$ cat src/rtl/vita49_unpack.sv
// VITA49 IF Data (with stream ID) receive parser: strips header, stream ID, timestamps and
// trailer, forwards byte-swapped payload and reports timestamps and framing status.
module vita49_unpack #(
  parameter logic [3:0] PKT_TYPE = 4'b0001
) (
  input  logic        AXIS_ACLK,
  input  logic        AXIS_ARESETN,
  input  logic [31:0] S_AXIS_TDATA,
  input  logic        S_AXIS_TVALID,
  input  logic        S_AXIS_TLAST,
  output logic        S_AXIS_TREADY,
  output logic [31:0] M_AXIS_TDATA,
  output logic        M_AXIS_TVALID,
  output logic        M_AXIS_TLAST,
  input  logic        M_AXIS_TREADY,
  input  logic [31:0] ctrl,
  input  logic [31:0] streamID,
  output logic [31:0] status,
  output logic [31:0] timestamp_sec,
  output logic [63:0] timestamp_fsec,
  output logic [31:0] trailer_out,
  output logic        ts_valid
);

  typedef enum logic [3:0] {
    StHdr  = 4'd0,
    StSid  = 4'd1,
    StTsi  = 4'd2,
    StTsf0 = 4'd3,
    StTsf1 = 4'd4,
    StPay  = 4'd5,
    StTrl  = 4'd6,
    StDrop = 4'd7,
    StPass = 4'd8
  } state_e;

  localparam int unsigned ErrSeq   = 0;
  localparam int unsigned ErrShort = 1;
  localparam int unsigned ErrLong  = 2;
  localparam int unsigned ErrType  = 3;
  localparam int unsigned ErrSid   = 4;

  state_e      state_q;
  logic [3:0]  ctrl_q;
  logic [31:0] sid_q;
  logic        m_valid_q, m_last_q;
  logic [31:0] m_data_q;
  logic [15:0] cnt_q, size_q, pay_end_q, rx_count_q;
  logic        t_q, tsi_q, tsf_q;
  logic [31:0] tsi_hold_q, tsf0_hold_q;
  logic        seq_vld_q;
  logic [3:0]  seq_ref_q;
  logic [4:0]  err_q;
  logic [31:0] ts_sec_q, trl_q;
  logic [63:0] ts_fsec_q;
  logic        ts_valid_q;

  logic        enable, soft_rst, pass, filt;
  logic        unused_ctrl;
  logic [31:0] w;
  logic [3:0]  h_type, h_pkt;
  logic        h_t, h_tsi, h_tsf;
  logic [15:0] h_size;
  logic [16:0] plen;
  logic        plen_bad, s_ready, s_xfer, out_free, last_exp, last_pay;
  logic [3:0]  state_bits;
  state_e      after_sid, after_tsi;

  assign enable      = ctrl_q[0];
  assign soft_rst    = ctrl_q[1];
  assign pass        = ctrl_q[2];
  assign filt        = ctrl_q[3];
  assign unused_ctrl = ^ctrl[31:4];

  assign w      = {S_AXIS_TDATA[7:0], S_AXIS_TDATA[15:8], S_AXIS_TDATA[23:16], S_AXIS_TDATA[31:24]};
  assign h_type = w[31:28];
  assign h_t    = w[26];
  assign h_tsi  = (w[23:22] != 2'b00);
  assign h_tsf  = (w[21:20] != 2'b00);
  assign h_pkt  = w[19:16];
  assign h_size = w[15:0];

  // 17-bit two's complement: bit 16 set means the header overhead exceeds size.
  assign plen     = {1'b0, h_size} - 17'd2 - {16'd0, h_tsi} - {15'd0, h_tsf, 1'b0} - {16'd0, h_t};
  assign plen_bad = plen[16] | (plen == 17'd0);

  assign out_free = !m_valid_q | M_AXIS_TREADY;
  assign last_exp = (cnt_q == size_q);
  assign last_pay = (cnt_q == pay_end_q);
  assign s_xfer   = S_AXIS_TVALID & s_ready;

  always_comb begin
    after_tsi = tsf_q ? StTsf0 : StPay;
    after_sid = tsi_q ? StTsi : after_tsi;
  end

  always_comb begin
    s_ready = 1'b1;
    case (state_q)
      StHdr:         s_ready = enable & (!pass | out_free);
      StPay, StPass: s_ready = out_free;
      default:       s_ready = 1'b1;
    endcase
    if (soft_rst) s_ready = 1'b0;
  end

  always_ff @(posedge AXIS_ACLK or negedge AXIS_ARESETN) begin
    if (!AXIS_ARESETN) begin
      ctrl_q      <= '0;
      sid_q       <= '0;
      state_q     <= StHdr;
      m_valid_q   <= 1'b0;
      m_last_q    <= 1'b0;
      m_data_q    <= '0;
      cnt_q       <= '0;
      size_q      <= '0;
      pay_end_q   <= '0;
      t_q         <= 1'b0;
      tsi_q       <= 1'b0;
      tsf_q       <= 1'b0;
      tsi_hold_q  <= '0;
      tsf0_hold_q <= '0;
      seq_vld_q   <= 1'b0;
      seq_ref_q   <= '0;
      err_q       <= '0;
      rx_count_q  <= '0;
      ts_sec_q    <= '0;
      ts_fsec_q   <= '0;
      trl_q       <= '0;
      ts_valid_q  <= 1'b0;
    end else begin
      ctrl_q     <= ctrl[3:0];
      sid_q      <= streamID;
      ts_valid_q <= 1'b0;
      if (M_AXIS_TREADY) m_valid_q <= 1'b0;
      if (soft_rst) begin
        state_q    <= StHdr;
        m_valid_q  <= 1'b0;
        m_last_q   <= 1'b0;
        m_data_q   <= '0;
        err_q      <= '0;
        rx_count_q <= '0;
        seq_vld_q  <= 1'b0;
        seq_ref_q  <= '0;
      end else if (s_xfer) begin
        cnt_q <= cnt_q + 16'd1;
        case (state_q)
          StHdr: begin
            if (pass) begin
              m_valid_q <= 1'b1;
              m_data_q  <= S_AXIS_TDATA;
              m_last_q  <= S_AXIS_TLAST;
              state_q   <= S_AXIS_TLAST ? StHdr : StPass;
            end else begin
              cnt_q      <= 16'd2;
              size_q     <= h_size;
              pay_end_q  <= h_size - {15'd0, h_t};
              t_q        <= h_t;
              tsi_q      <= h_tsi;
              tsf_q      <= h_tsf;
              tsi_hold_q <= '0;
              if (h_type != PKT_TYPE) begin
                err_q[ErrType] <= 1'b1;
                state_q        <= S_AXIS_TLAST ? StHdr : StDrop;
              end else if (plen_bad) begin
                err_q[ErrShort] <= 1'b1;
                state_q         <= S_AXIS_TLAST ? StHdr : StDrop;
              end else begin
                if (seq_vld_q && (h_pkt != seq_ref_q + 4'd1)) err_q[ErrSeq] <= 1'b1;
                seq_ref_q <= h_pkt;
                seq_vld_q <= 1'b1;
                if (S_AXIS_TLAST) begin
                  err_q[ErrShort] <= 1'b1;
                  state_q         <= StHdr;
                end else begin
                  state_q <= StSid;
                end
              end
            end
          end
          StSid: begin
            if (S_AXIS_TLAST) begin
              err_q[ErrShort] <= 1'b1;
              state_q         <= StHdr;
            end else if (filt && (w != sid_q)) begin
              err_q[ErrSid] <= 1'b1;
              state_q       <= StDrop;
            end else begin
              state_q <= after_sid;
            end
          end
          StTsi: begin
            tsi_hold_q <= w;
            if (S_AXIS_TLAST) begin
              err_q[ErrShort] <= 1'b1;
              state_q         <= StHdr;
            end else begin
              state_q <= after_tsi;
            end
          end
          StTsf0: begin
            tsf0_hold_q <= w;
            if (S_AXIS_TLAST) begin
              err_q[ErrShort] <= 1'b1;
              state_q         <= StHdr;
            end else begin
              state_q <= StTsf1;
            end
          end
          StTsf1: begin
            if (S_AXIS_TLAST) begin
              err_q[ErrShort] <= 1'b1;
              state_q         <= StHdr;
            end else begin
              ts_sec_q   <= tsi_hold_q;
              ts_fsec_q  <= {tsf0_hold_q, w};
              ts_valid_q <= 1'b1;
              state_q    <= StPay;
            end
          end
          StPay: begin
            m_valid_q <= 1'b1;
            m_data_q  <= w;
            m_last_q  <= last_pay | S_AXIS_TLAST;
            if (S_AXIS_TLAST && !last_exp) begin
              err_q[ErrShort] <= 1'b1;
              state_q         <= StHdr;
            end else if (last_exp && !S_AXIS_TLAST) begin
              err_q[ErrLong] <= 1'b1;
              state_q        <= StDrop;
            end else if (last_pay) begin
              if (t_q) begin
                state_q <= StTrl;
              end else begin
                rx_count_q <= rx_count_q + 16'd1;
                state_q    <= StHdr;
              end
            end
          end
          StTrl: begin
            trl_q <= w;
            if (S_AXIS_TLAST) begin
              rx_count_q <= rx_count_q + 16'd1;
              state_q    <= StHdr;
            end else begin
              err_q[ErrLong] <= 1'b1;
              state_q        <= StDrop;
            end
          end
          StDrop: begin
            if (S_AXIS_TLAST) state_q <= StHdr;
          end
          StPass: begin
            m_valid_q <= 1'b1;
            m_data_q  <= S_AXIS_TDATA;
            m_last_q  <= S_AXIS_TLAST;
            if (S_AXIS_TLAST) state_q <= StHdr;
          end
          default: state_q <= StHdr;
        endcase
      end
    end
  end

  assign state_bits     = state_q;
  assign S_AXIS_TREADY  = s_ready;
  assign M_AXIS_TDATA   = m_data_q;
  assign M_AXIS_TVALID  = m_valid_q;
  assign M_AXIS_TLAST   = m_last_q;
  assign status         = {rx_count_q, 3'b000, err_q, seq_ref_q, state_bits};
  assign timestamp_sec  = ts_sec_q;
  assign timestamp_fsec = ts_fsec_q;
  assign trailer_out    = trl_q;
  assign ts_valid       = ts_valid_q;

endmodule

$ cat config.mk
export PLATFORM = sky130hd
export DESIGN_NAME = vita49_unpack
export DESIGN_NICKNAME = d
export VERILOG_FILES = /design/src/rtl/vita49_unpack.sv
export SDC_FILE = /design/constraint.sdc
export NUM_CORES = 1
export LEC_CHECK = 0
export BUFFER_PORTS_ARGS = -buffer_cell sky130_fd_sc_hd__clkbuf_2
export CELL_PAD_IN_SITES_DETAIL_PLACEMENT = 0
export CELL_PAD_IN_SITES_GLOBAL_PLACEMENT = 1
export CORE_MARGIN = 5
export CORE_UTILIZATION = 47
export CTS_CLUSTER_DIAMETER = 150
export DETAILED_ROUTE_END_ITERATION = 7
export PLACE_DENSITY_LB_ADDON = 0.1
export SYNTH_ARGS = -nofsm -noshare
export SYNTH_HDL_FRONTEND = slang
export SYNTH_SLANG_ARGS = --single-unit
$ cat constraint.sdc
create_clock -name AXIS_ACLK -period 8.7 [get_ports AXIS_ACLK]
set_clock_uncertainty 0.15 [all_clocks]
set_input_delay 0.87 -clock AXIS_ACLK [delete_from_list [all_inputs] [get_ports AXIS_ACLK]]
set_output_delay 0.87 -clock AXIS_ACLK [all_outputs]
set_load 0.01 [all_outputs]
==> results of run 1 <==
[power breakdown]
part | switching, mW | internal [mW]
registers | 0.131 | 1.77
logic | 0.296 | 0.234
clock network | 0.637 | 0.959
[cell families after synthesis]
logic type	Yosys count
buffers and inverters	157
DFF	344
and+or+nand+nor	346
AOI/OAI and AO/OA	150
muxes	183
xor gates and xnor gates	99
adders and majority gates	14
other	1
[registers in the layout (all words and copies together) (netlist names), 4 cells and up]
name,cells
ctrl_q,4
pay_end_q,16
seq_ref_q,4
sid_q,32
cnt_q,16
size_q,16
tsi_hold_q,32
timestamp_sec,32
rx_count_q,16
err_q,5
timestamp_fsec,64
M_AXIS_TDATA,32
state_bits,4
trailer_out,32
tsf0_hold_q,32
[routing by layer]
layer  vias up  track usage, %  wire length [microns]
met1      5367            32.8                  18900
li1       4882               -                      -
met4         0            7.09                   1140
met3        71            6.56                   3190
met5         -               0                      0
met2       303            37.8                  19900
[area by class of cell]
type | instances | area share, %
inverter | 56 | 1.18
multi-input combinational | 795 | 32.7
timing repair buffer | 278 | 8.11
sequential | 344 | 48.3
clock buffer | 53 | 6.10
tap | 402 | 2.82
clock inverter | 12 | 0.779
[placed cells by master (no fill, tap or decap), types with 6 or more instances in the layout]
cell and instances:
sky130_fd_sc_hd__mux2_2 172, sky130_fd_sc_hd__a311oi_1 32, sky130_fd_sc_hd__inv_1 56, sky130_fd_sc_hd__a21oi_1 28
sky130_fd_sc_hd__clkbuf_2 264, sky130_fd_sc_hd__nor4_1 14, sky130_fd_sc_hd__nand3_1 55, sky130_fd_sc_hd__mux2_1 7
sky130_fd_sc_hd__ha_1 12, sky130_fd_sc_hd__a31oi_1 7, sky130_fd_sc_hd__or4_1 8, sky130_fd_sc_hd__and3_1 7
sky130_fd_sc_hd__xor2_1 30, sky130_fd_sc_hd__nor3_1 11, sky130_fd_sc_hd__clkinv_2 8, sky130_fd_sc_hd__nand2b_1 7
sky130_fd_sc_hd__nor2_1 95, sky130_fd_sc_hd__o211ai_1 6, sky130_fd_sc_hd__or3_1 10, sky130_fd_sc_hd__xnor2_1 69
sky130_fd_sc_hd__clkbuf_1 8, sky130_fd_sc_hd__nand2_1 95, sky130_fd_sc_hd__dfrtp_1 342, sky130_fd_sc_hd__buf_4 12
sky130_fd_sc_hd__clkbuf_16 39, sky130_fd_sc_hd__o21ai_0 51, sky130_fd_sc_hd__nand4_1 20, sky130_fd_sc_hd__clkbuf_8 6
[per-stage QoR]
stage / instances / util, % / area (sq um) / power [mW]
finish: 1940 / 56.4 / 17800 / 4.02
global route: 1940 / 56.4 / 17800 / 4.21
CTS: 1940 / 56.4 / 17800 / 4.07
detailed placement: 1875 / 52.5 / 16600 / 2.46
global placement: 1875 / 52.5 / 16600 / 2.45
floorplan: 1296 / - / 15100 / 2.23
[worst max-delay path, stage by stage]
cell	delay, ps
sky130_fd_sc_hd__clkbuf_2	240
sky130_fd_sc_hd__or2_2	380
sky130_fd_sc_hd__ha_1	180
sky130_fd_sc_hd__inv_1	60
sky130_fd_sc_hd__fa_1	410
sky130_fd_sc_hd__ha_1	240
sky130_fd_sc_hd__fa_1	440
sky130_fd_sc_hd__or4b_2	660
sky130_fd_sc_hd__nor4_1	180
sky130_fd_sc_hd__o2111ai_1	190
sky130_fd_sc_hd__o21a_1	250
sky130_fd_sc_hd__nand3_1	310
sky130_fd_sc_hd__nor3_1	100
sky130_fd_sc_hd__o21a_1	180
[how the worst min path moves through the flow]
| stage | from | endpoint | slack (ps) | cells past startpoint |
|---|---|---|---|---|
| floorplan | tsi_hold_q[29]$_DFFE_PN0P_ | timestamp_sec[29]$_DFFE_PN0P_ | 310 | 1 |
| global placement | trailer_out[28]$_DFFE_PN0P_ | trailer_out[28]$_DFFE_PN0P_ | 320 | 1 |
| detailed placement | trailer_out[28]$_DFFE_PN0P_ | trailer_out[28]$_DFFE_PN0P_ | 320 | 1 |
| CTS | AXIS_ARESETN | cnt_q[13]$_DFFE_PN0P_ | 250 | 1 |
| global route | AXIS_ARESETN | cnt_q[13]$_DFFE_PN0P_ | 270 | 1 |
| finish | AXIS_ARESETN | cnt_q[13]$_DFFE_PN0P_ | 210 | 1 |
==> summary.log, run 1 <==
INFO  critical_path  timing.reg2reg.worst_path_depth=8
INFO  timing         maxClockFrequency=0.225GHz
INFO  min_path       timing.hold.worst.class=in -> async
INFO  route          drt_pass1_iterations=5
INFO  power          total_leakage_power=8.69nW
INFO  critical_path  startpoint=S_AXIS_TDATA[14]
INFO  place          hpwlAfterDp=28.3mm
INFO  floorplan      die_area=0.0358sqmm
INFO  clock_network  number_of_buffers_inserted_by_post_cts_setup_repair=0
INFO  critical_path  setup.worst_path.start_class=input pin
INFO  final_layout   layout.nets=1628
INFO  final_layout   n_fill_cell=2755
INFO  clock_network  number_of_clock_sinks=344
INFO  final_layout   multi_input_comb_area=0.00584sqmm
INFO  power          power_per_cell_area=226mW/mm^2
INFO  floorplan      core_area=0.0316sqmm
INFO  status         run_status=completed
INFO  place          port_buffers=265
INFO  synth          fraction_of_the_mapped_netlist_area_in_simple_logic_gates=11.1%
INFO  timing         finalHoldWorstSlack=207ps
INFO  clock_network  cts_root_buf=sky130_fd_sc_hd__clkbuf_16
INFO  global_routing gr-total-overflow=0
INFO  timing         post-route-period-util=51.0%
INFO  synth          synth-edff-count=0
INFO  global_routing grt_pass1_vias=10800
INFO  critical_path  timing_worst_setup_path_type=in -> reg
INFO  floorplan      number_of_top_level_pins=297
INFO  synth          post-synth-top-count-cell=sky130_fd_sc_hd__dfrtp_1
INFO  job            maxCapViolCount=0
INFO  synth          largest_family_of_logic_cells_by_synthesized_area=multiplexers
INFO  critical_path  r2r_end=timestamp_fsec[7]$_DFFE_PN0P_
INFO  timing         setup_ws=4260ps
INFO  synth          syn-mean-instance-area=11.7squm
INFO  place          globalplace.congestion=0.861
INFO  route          number_of_vias_after_detailed_routing=10600
INFO  synth          dominant_cell_type_by_area_after_synthesis=sky130_fd_sc_hd__dfrtp_1
INFO  synth          synthesis.area=0.0151sqmm
INFO  timing         finalHoldViolations=0
INFO  synth          synth_area_leaders=sky130_fd_sc_hd__dfrtp_1, sky130_fd_sc_hd__mux2_2, sky130_fd_sc_hd__xnor2_1
INFO  power          max-vdd-ir-drop=123uV
INFO  clock_network  cts.path.max_buffers=3
INFO  final_layout   seqCellArea=0.00861sqmm
INFO  timing         fin_setup_tns=0ps
INFO  final_layout   area_growth_from_synthesis_to_layout=18.3%
INFO  critical_path  largest_fanout_on_the_critical_path=10
INFO  route          vias_per_cell=5.48
INFO  route          ant_nets=0
INFO  floorplan      num_rows=65
INFO  critical_path  crit_end=err_q[0]$_DFFE_PN0P_
INFO  timing         slew_viol_final=0
INFO  global_routing grt.total_usage=24.0%
INFO  clock_network  cts.clk_slew.worst_paths=60ps
INFO  final_layout   antenna_cells=0
INFO  clock_network  htree_num_levels=2
INFO  synth          synth_mux_area_share=13.6%
INFO  critical_path  cp.required=8960ps
INFO  route          totalWireLength=43.1mm
INFO  timing         rsz0062_at_grt=false
INFO  synth          asyncSetResetFlopFracSynth=100%
INFO  critical_path  timing.critical_path.to_type=flop
INFO  synth          most_numerous_cell_types_in_the_synthesized_netlist=sky130_fd_sc_hd__dfrtp_1, sky130_fd_sc_hd__mux2_2, sky130_fd_sc_hd__nor2_1
INFO  clock_network  ctsResizeCount=0
INFO  synth          ys_ff_latch=344
INFO  synth          synth_compound_gate_area_share=6.71%
INFO  synth          synth_xor_area_share=5.75%
INFO  synth          predominant_post_synthesis_flop_cell=sky130_fd_sc_hd__dfrtp_1
INFO  synth          synthesis.yosys.warnings=0
INFO  place          dp_slack=3730ps
INFO  global_routing grt_antenna_before_repair=0
INFO  floorplan      fp.dieH=189microns
INFO  final_layout   final_layout_size_suffix_gt1_share=34.2%
INFO  route          routed_wire_length_per_instance=22.2microns
INFO  route          drcViolationCount=0
INFO  critical_path  reg2reg_slack=4570ps
INFO  timing         worst_slew_pin_slew=1050ps
INFO  floorplan      dieWidth=189microns
INFO  clock_network  cts_hold_repair.buffers=0
INFO  synth          synth.top_cell.area_share=57.1%
INFO  synth          netlist_instances=1294
INFO  global_routing grt_pass1_wl=66.8mm
INFO  floorplan      floorplan.initialDensity=47.7%
INFO  timing         slew-limit-headroom=30.0%
INFO  clock_network  cts_made_buffers=38
INFO  global_routing pin_count_of_the_biggest_net_entering_global_routing=169
INFO  timing         timing.final.setup_violations=0
INFO  synth          synth.lib_cells_used.distinct=60
INFO  clock_network  tritoncts=done
INFO  critical_path  critical_path_arrival=4700ps
INFO  clock_network  clk-insertion-delay-late=520ps
INFO  synth          synth-adder-area-share=1.26%
INFO  timing         layout_min_cycle_time=4440ps
INFO  critical_path  regToRegStartpoint=state_bits[1]$_DFFE_PN0P_
INFO  synth          synth_seq_area_share=57.1%
INFO  route          drtIter0Drc=613
No activity file was read; power rests on OpenSTA's default activity.
==> run 2, diff against run 1 <==
Settings changed: CORE_UTILIZATION 47 to 39.
Clock period 8.7 ns to 3.9 ns, I/O delays scaled along.
==> run 2 against run 1 <==
Effect of this change:
- first-iteration DRC count decreased by 18%
- total power grew 130%
- clock power is 140% higher
- non-clock buffer count up 71
- flip-flop and latch count unchanged
- critical path depth unchanged
- worst hold slack worse by 120 ps
- sequential power up 120%
- cell area grew 5.5%
- cell count increased by 10%
- clock-buffer cell count is 11 higher
- largest power group unchanged
==> summary.log, run 2 (same netlist as run 1, synthesis figures left out) <==
INFO  critical_path  critPathTopFamily=simple AND/OR/NAND/NOR gates
INFO  route          drtIter0Drc=501
INFO  final_layout   largest_register_ff_count=64
INFO  floorplan      die_area=0.0427sqmm
INFO  place          dp_slack=-268ps
INFO  critical_path  reg2reg_slack=460ps
INFO  final_layout   area_growth_from_synthesis_to_layout=24.7%
INFO  floorplan      num_rows=72
INFO  critical_path  max_stage_delay=640ps
INFO  global_routing grt_pass1_wl=71.2mm
INFO  min_path       hp-start=S_AXIS_TDATA[17]
INFO  critical_path  timing.reg2reg.worst_path_depth=11
INFO  route          vias_per_cell=5.08
INFO  clock_network  cts.path.max_buffers=3
INFO  final_layout   layout.nets=1702
INFO  min_path       min_delay_worst_endpoint=tsi_hold_q[9]$_DFFE_PN0P_
INFO  global_routing grt_pass1_vias=11100
INFO  final_layout   multi_input_comb_area=0.00585sqmm
INFO  critical_path  cp.required=4190ps
INFO  timing         slew_viol_final=0
INFO  floorplan      core_area=0.0385sqmm
INFO  status         run_status=completed
INFO  timing         worst_slew_pin_slew=694ps
INFO  timing         slew-limit-headroom=53.7%
INFO  timing         finalHoldViolations=0
INFO  critical_path  largest_fanout_on_the_critical_path=10
INFO  floorplan      fp.dieH=207microns
INFO  clock_network  number_of_buffers_inserted_by_post_cts_setup_repair=0
INFO  place          globalplace.congestion=0.819
INFO  min_path       whs_path_depth=3
INFO  job            maxCapViolCount=0
INFO  clock_network  clk-insertion-delay-late=570ps
INFO  final_layout   layout.cells.most_common=sky130_fd_sc_hd__dfrtp_1
INFO  final_layout   seqCellArea=0.00861sqmm
INFO  power          total_leakage_power=9.09nW
INFO  clock_network  number_of_clock_sinks=344
INFO  global_routing gr-total-overflow=0
INFO  critical_path  cp_num_cells=14
INFO  global_routing grt_antenna_before_repair=0
INFO  power          power_per_cell_area=498mW/mm^2
INFO  final_layout   finish.utilization=48.9%
INFO  clock_network  tritoncts=done
INFO  power          max-vdd-ir-drop=321uV
INFO  critical_path  timing.critical_path.to_type=flop
INFO  timing         layout_min_cycle_time=3620ps
INFO  critical_path  timing_worst_setup_path_type=in -> reg
INFO  critical_path  setup.worst_path.start_class=input pin
INFO  place          hpwlAfterDp=32.0mm
INFO  floorplan      dieWidth=207microns
INFO  timing         finalHoldWorstSlack=86.8ps
INFO  global_routing pin_count_of_the_biggest_net_entering_global_routing=101
INFO  place          post-place-cells=2024
INFO  final_layout   layoutNonFillerInstCount=2137
INFO  route          ant_nets=0
INFO  route          drt_pass1_iterations=6
INFO  power          design_power_total=9.36mW
INFO  timing         timing.final.setup_violations=0
INFO  global_routing grt.total_usage=22.1%
INFO  route          number_of_vias_after_detailed_routing=10900
INFO  critical_path  regToRegStartpoint=cnt_q[10]$_DFFE_PN0P_
INFO  final_layout   final_layout_size_suffix_gt1_share=34.9%
INFO  critical_path  critical_path_arrival=3920ps
INFO  critical_path  cp_max_delay_cell=sky130_fd_sc_hd__or4b_2
INFO  critical_path  crit_path_cell_trace=clkbuf_2, or2_2, ha_1, inv_1, fa_1, ha_1, fa_1, or4b_2, nor4_1, o2111ai_1, o21a_1, nand3_2, nor3_1, o21a_1
INFO  floorplan      floorplan.initialDensity=39.2%
INFO  final_layout   n_fill_cell=3575
INFO  clock_network  cts.clk_slew.worst_paths=60ps
INFO  floorplan      number_of_top_level_pins=297
INFO  critical_path  crit_buf_inv=2
INFO  min_path       timing.hold.worst.class=in -> reg
INFO  route          totalWireLength=47.4mm
INFO  place          port_buffers=265
INFO  timing         setup_ws=275ps
INFO  timing         maxClockFrequency=0.276GHz
INFO  clock_network  cts_made_buffers=41
INFO  route          routed_wire_length_per_instance=22.2microns
INFO  critical_path  r2r_end=rx_count_q[12]$_DFFE_PN0P_
INFO  clock_network  cts_root_buf=sky130_fd_sc_hd__clkbuf_16
INFO  timing         rsz0062_at_grt=false
INFO  final_layout   layout_common_cells=sky130_fd_sc_hd__dfrtp_1, sky130_fd_sc_hd__clkbuf_2, sky130_fd_sc_hd__mux2_2, sky130_fd_sc_hd__nor2_1, sky130_fd_sc_hd__nand2_1
INFO  route          drcViolationCount=0
INFO  clock_network  htree_num_levels=2
INFO  timing         post-route-period-util=92.9%
-- run 2: cell types whose count changed in the layout (fill, tap and decap cells not counted), sizes merged --
cell,delta
clkinv,-1
clkbuf,+11
diode,+1
dlygate4sd3,+38
bufinv,-1
buf,+33
-- run 2: how the worst max path moves through the flow --
stage                startpoint                   end  slack (ps)
4_1_cts        S_AXIS_TDATA[14]  err_q[0]$_DFFE_PN0P_         310
5_1_grt        S_AXIS_TDATA[14]  err_q[0]$_DFFE_PN0P_         120
3_3_place_gp   S_AXIS_TDATA[14]  err_q[0]$_DFFE_PN0P_        -230
2_1_floorplan  S_AXIS_TDATA[14]  err_q[0]$_DFFE_PN0P_           5
3_5_place_dp   S_AXIS_TDATA[14]  err_q[0]$_DFFE_PN0P_        -270
6_report       S_AXIS_TDATA[14]  err_q[0]$_DFFE_PN0P_         280
-- run 2: repair_timing --
action                                  4_1_cts  5_1_grt
endpoints found under the setup margin        0        0
endpoints found under the hold margin        93        0
hold buffers                                 38        0
gates resized for setup                       0        0
-- run 2: layer usage --
layer / share of wire [%] / track usage [%] / routed length (microns) / up-vias
met5: 0 / 0 / 0 / -
met4: 2.7 / 6.89 / 1260 / 0
met3: 4.7 / 3.87 / 2230 / 69
met2: 46 / 34.5 / 21800 / 273
met1: 47 / 31.6 / 22000 / 5485
li1: - / - / - / 5033
-- run 2: final cells by class --
cell class	instances	share of cell area, %
repair buffers	349	11.4
diodes	1	0.0133
clock inverters	10	0.672
clock buffers	64	6.56
flip-flops and latches	344	45.8
well taps	518	3.44
inverters	56	1.12
multi-input cells	795	31.1
-- run 2: per-stage QoR --
step | instance area [sq um] | setup TNS, ps
floorplan | 15100 | 0
global placement | 17100 | -1170
detailed placement | 17100 | -1630
CTS | 18800 | 0
global route | 18800 | 0
finish | 18800 | 0
-- run 2: worst reg2reg max path, delay by kind of cell, from the launching register on --
kind            cells  cell delay, ps
compound gates      4             910
xor+xnor            1             170
simple gates        4            1180
fa+ha+maj           1             310
flops               1             450
buf+inv             1             200
-- run 2: power breakdown --
group | switching, mW | total [mW] | internal [mW]
combinational | 0.723 | 1.31 | 0.584
sequential | 0.279 | 4.22 | 3.94
clock | 1.53 | 3.84 | 2.31
==> run 3, diff against run 2 <==
--- a/config.mk
+++ b/config.mk
@@ -13,5 +13,5 @@
 export CTS_CLUSTER_DIAMETER = 150
 export DETAILED_ROUTE_END_ITERATION = 7
-export PLACE_DENSITY_LB_ADDON = 0.1
+export PLACE_DENSITY = 0.86
 export SYNTH_ARGS = -nofsm -noshare
 export SYNTH_HDL_FRONTEND = slang
--- a/constraint.sdc
+++ b/constraint.sdc
@@ -3,3 +3,3 @@
 set_input_delay 0.39 -clock AXIS_ACLK [delete_from_list [all_inputs] [get_ports AXIS_ACLK]]
 set_output_delay 0.39 -clock AXIS_ACLK [all_outputs]
-set_load 0.01 [all_outputs]
+set_load 0.1 [all_outputs]
==> run 3 against run 2 <==
Effect of this change:
- sequential share of layout area grew 0.091 points
- core utilization shrank 0.098 points
- die area unchanged
- worst setup slack worse by 59 ps
- non-clock buffer count increased by 6
- critical path depth is the same
- cell count about the same
- cell area shrank 0.20%
- total power increased by 7.2%
- flip-flop and latch count unchanged
==> summary.log, run 3 (same netlist as run 1, synthesis figures left out) <==
INFO  status         run_status=completed
INFO  timing         finalHoldViolations=0
INFO  critical_path  critical_path_arrival=3970ps
INFO  global_routing pin_count_of_the_biggest_net_entering_global_routing=108
INFO  global_routing grt_antenna_before_repair=2
INFO  route          totalWireLength=46.9mm
INFO  clock_network  htree_num_levels=2
INFO  timing         maxClockFrequency=0.271GHz
INFO  floorplan      num_rows=72
INFO  final_layout   layout_common_cells=sky130_fd_sc_hd__dfrtp_1, sky130_fd_sc_hd__clkbuf_2, sky130_fd_sc_hd__mux2_2, sky130_fd_sc_hd__nor2_1, sky130_fd_sc_hd__nand2_1
INFO  power          max-vdd-ir-drop=372uV
INFO  clock_network  cts.clk_slew.worst_paths=60ps
INFO  timing         post-route-period-util=94.5%
INFO  route          routed_wire_length_per_instance=21.9microns
INFO  clock_network  cts.path.max_buffers=3
INFO  final_layout   final_layout_size_suffix_gt1_share=35.1%
INFO  floorplan      die_area=0.0427sqmm
INFO  route          drtIter0Drc=772
INFO  floorplan      fp.dieH=207microns
INFO  critical_path  timing.critical_path.to_type=flop
INFO  global_routing grt.total_usage=21.7%
INFO  global_routing grt_pass1_wl=70.2mm
INFO  route          vias_per_cell=5.26
INFO  power          total_leakage_power=9.06nW
INFO  min_path       timing.hold.worst.class=in -> reg
INFO  clock_network  clk-insertion-delay-late=540ps
INFO  timing         layout_min_cycle_time=3680ps
INFO  route          number_of_vias_after_detailed_routing=11300
INFO  floorplan      dieWidth=207microns
INFO  critical_path  setup.worst_path.start_class=input pin
INFO  place          dp_slack=-280ps
INFO  place          globalplace.congestion=0.886
INFO  critical_path  cp.required=4180ps
INFO  clock_network  cts_made_buffers=39
INFO  floorplan      floorplan.initialDensity=39.2%
INFO  route          ant_nets=0
INFO  route          drcViolationCount=0
INFO  critical_path  timing_worst_setup_path_type=in -> reg
INFO  floorplan      number_of_top_level_pins=297
INFO  final_layout   largest_register_ff_count=64
INFO  timing         worst_slew_pin_slew=851ps
INFO  floorplan      core_area=0.0385sqmm
INFO  timing         slew-limit-headroom=43.3%
INFO  route          drt_pass1_iterations=4
INFO  final_layout   layout.cells.most_common=sky130_fd_sc_hd__dfrtp_1
INFO  final_layout   area_growth_from_synthesis_to_layout=24.5%
INFO  timing         fin_setup_tns=0ps
INFO  power          power_per_cell_area=534mW/mm^2
INFO  critical_path  largest_fanout_on_the_critical_path=8
INFO  power          design_power_total=10.0mW
INFO  timing         timing.final.setup_violations=0
INFO  final_layout   layout.nets=1706
INFO  place          port_buffers=265
INFO  global_routing grt_pass1_vias=11400
INFO  job            maxCapViolCount=0
INFO  clock_network  tritoncts=done
INFO  clock_network  cts_root_buf=sky130_fd_sc_hd__clkbuf_16
INFO  place          hpwlAfterDp=31.9mm
INFO  timing         setup_ws=216ps
INFO  global_routing gr-total-overflow=0
INFO  timing         rsz0062_at_grt=false
INFO  clock_network  number_of_clock_sinks=344
INFO  timing         slew_viol_final=0
[run 3: cell types whose count changed in the layout (fill, tap and decap cells not counted), sizes merged]
cell,before,now
clkinv,7,4
diode,1,3
bufinv,2,3
clkbuf,328,318
inv,57,58
clkinvlp,0,4
buf,47,53
[run 3: critical path, stage by stage]
cell and delay (ps):
sky130_fd_sc_hd__clkbuf_2 90, sky130_fd_sc_hd__or2_2 360, sky130_fd_sc_hd__ha_1 200, sky130_fd_sc_hd__inv_1 60, sky130_fd_sc_hd__fa_1 410, sky130_fd_sc_hd__ha_1 250, sky130_fd_sc_hd__fa_1 430, sky130_fd_sc_hd__or4b_2 640
sky130_fd_sc_hd__nor4_1 230, sky130_fd_sc_hd__o2111ai_1 230, sky130_fd_sc_hd__o21a_1 280, sky130_fd_sc_hd__nand3_2 160, sky130_fd_sc_hd__nor3_1 70, sky130_fd_sc_hd__o21a_1 170
[run 3: final timing paths]
check	cells past startpoint	slack (ps)	to	startpoint
setup / recovery	14	220	err_q[0]$_DFFE_PN0P_	S_AXIS_TDATA[14]
hold / removal	2	80	timestamp_fsec[11]$_DFFE_PN0P_	S_AXIS_TDATA[19]
setup reg to reg	10	430	rx_count_q[12]$_DFFE_PN0P_	cnt_q[10]$_DFFE_PN0P_
hold reg to reg	1	340	timestamp_sec[29]$_DFFE_PN0P_	timestamp_sec[29]$_DFFE_PN0P_
max in group asynchronous	4	2190	tsi_hold_q[28]$_DFFE_PN0P_	AXIS_ARESETN
min in group asynchronous	2	380	timestamp_fsec[47]$_DFFE_PN0P_	AXIS_ARESETN
[run 3: final cells by class]
class | count | area (sq um)
antenna | 3 | 7.51
tap | 518 | 648
clock buffer | 54 | 1090
timing repair buffer | 355 | 2180
fill | 3464 | 19700
multi-input combinational | 795 | 5850
clock inverter | 13 | 173
sequential | 344 | 8610
inverter | 56 | 210
[run 3: layer usage]
| layer | up-vias | track usage [%] | wire (microns) | part of all wire [%] |
|---|---|---|---|---|
| met5 | - | 0 | 14 | 0.030 |
| met2 | 420 | 35.5 | 22500 | 48 |
| met4 | 4 | 6.42 | 1180 | 2.5 |
| met1 | 5690 | 28.5 | 19400 | 41 |
| li1 | 5053 | - | - | - |
| met3 | 86 | 5.66 | 3760 | 8.0 |
[run 3: through the flow]
step           utilization [%]  instance area [sq um]  instances  hold WS, ps
2_1_floorplan                -                  15100       1296        -55.6
3_3_place_gp              44.5                  17100       2030          322
3_5_place_dp              44.5                  17100       2030          325
4_1_cts                   48.8                  18800       2135         73.9
5_1_grt                   48.8                  18800       2135         85.8
6_report                  48.8                  18800       2138         79.7
[run 3: timing repair]
item,in CTS,in global routing
endpoints found under the hold margin,137,0
hold buffers,38,0
setup endpoints to repair,0,2
setup buffers,0,0
resized for setup,0,1
[run 3: power by group]
part / internal (mW) / switching, mW
combinational: 0.580 / 1.59
clock: 2.17 / 1.48
sequential: 3.94 / 0.280
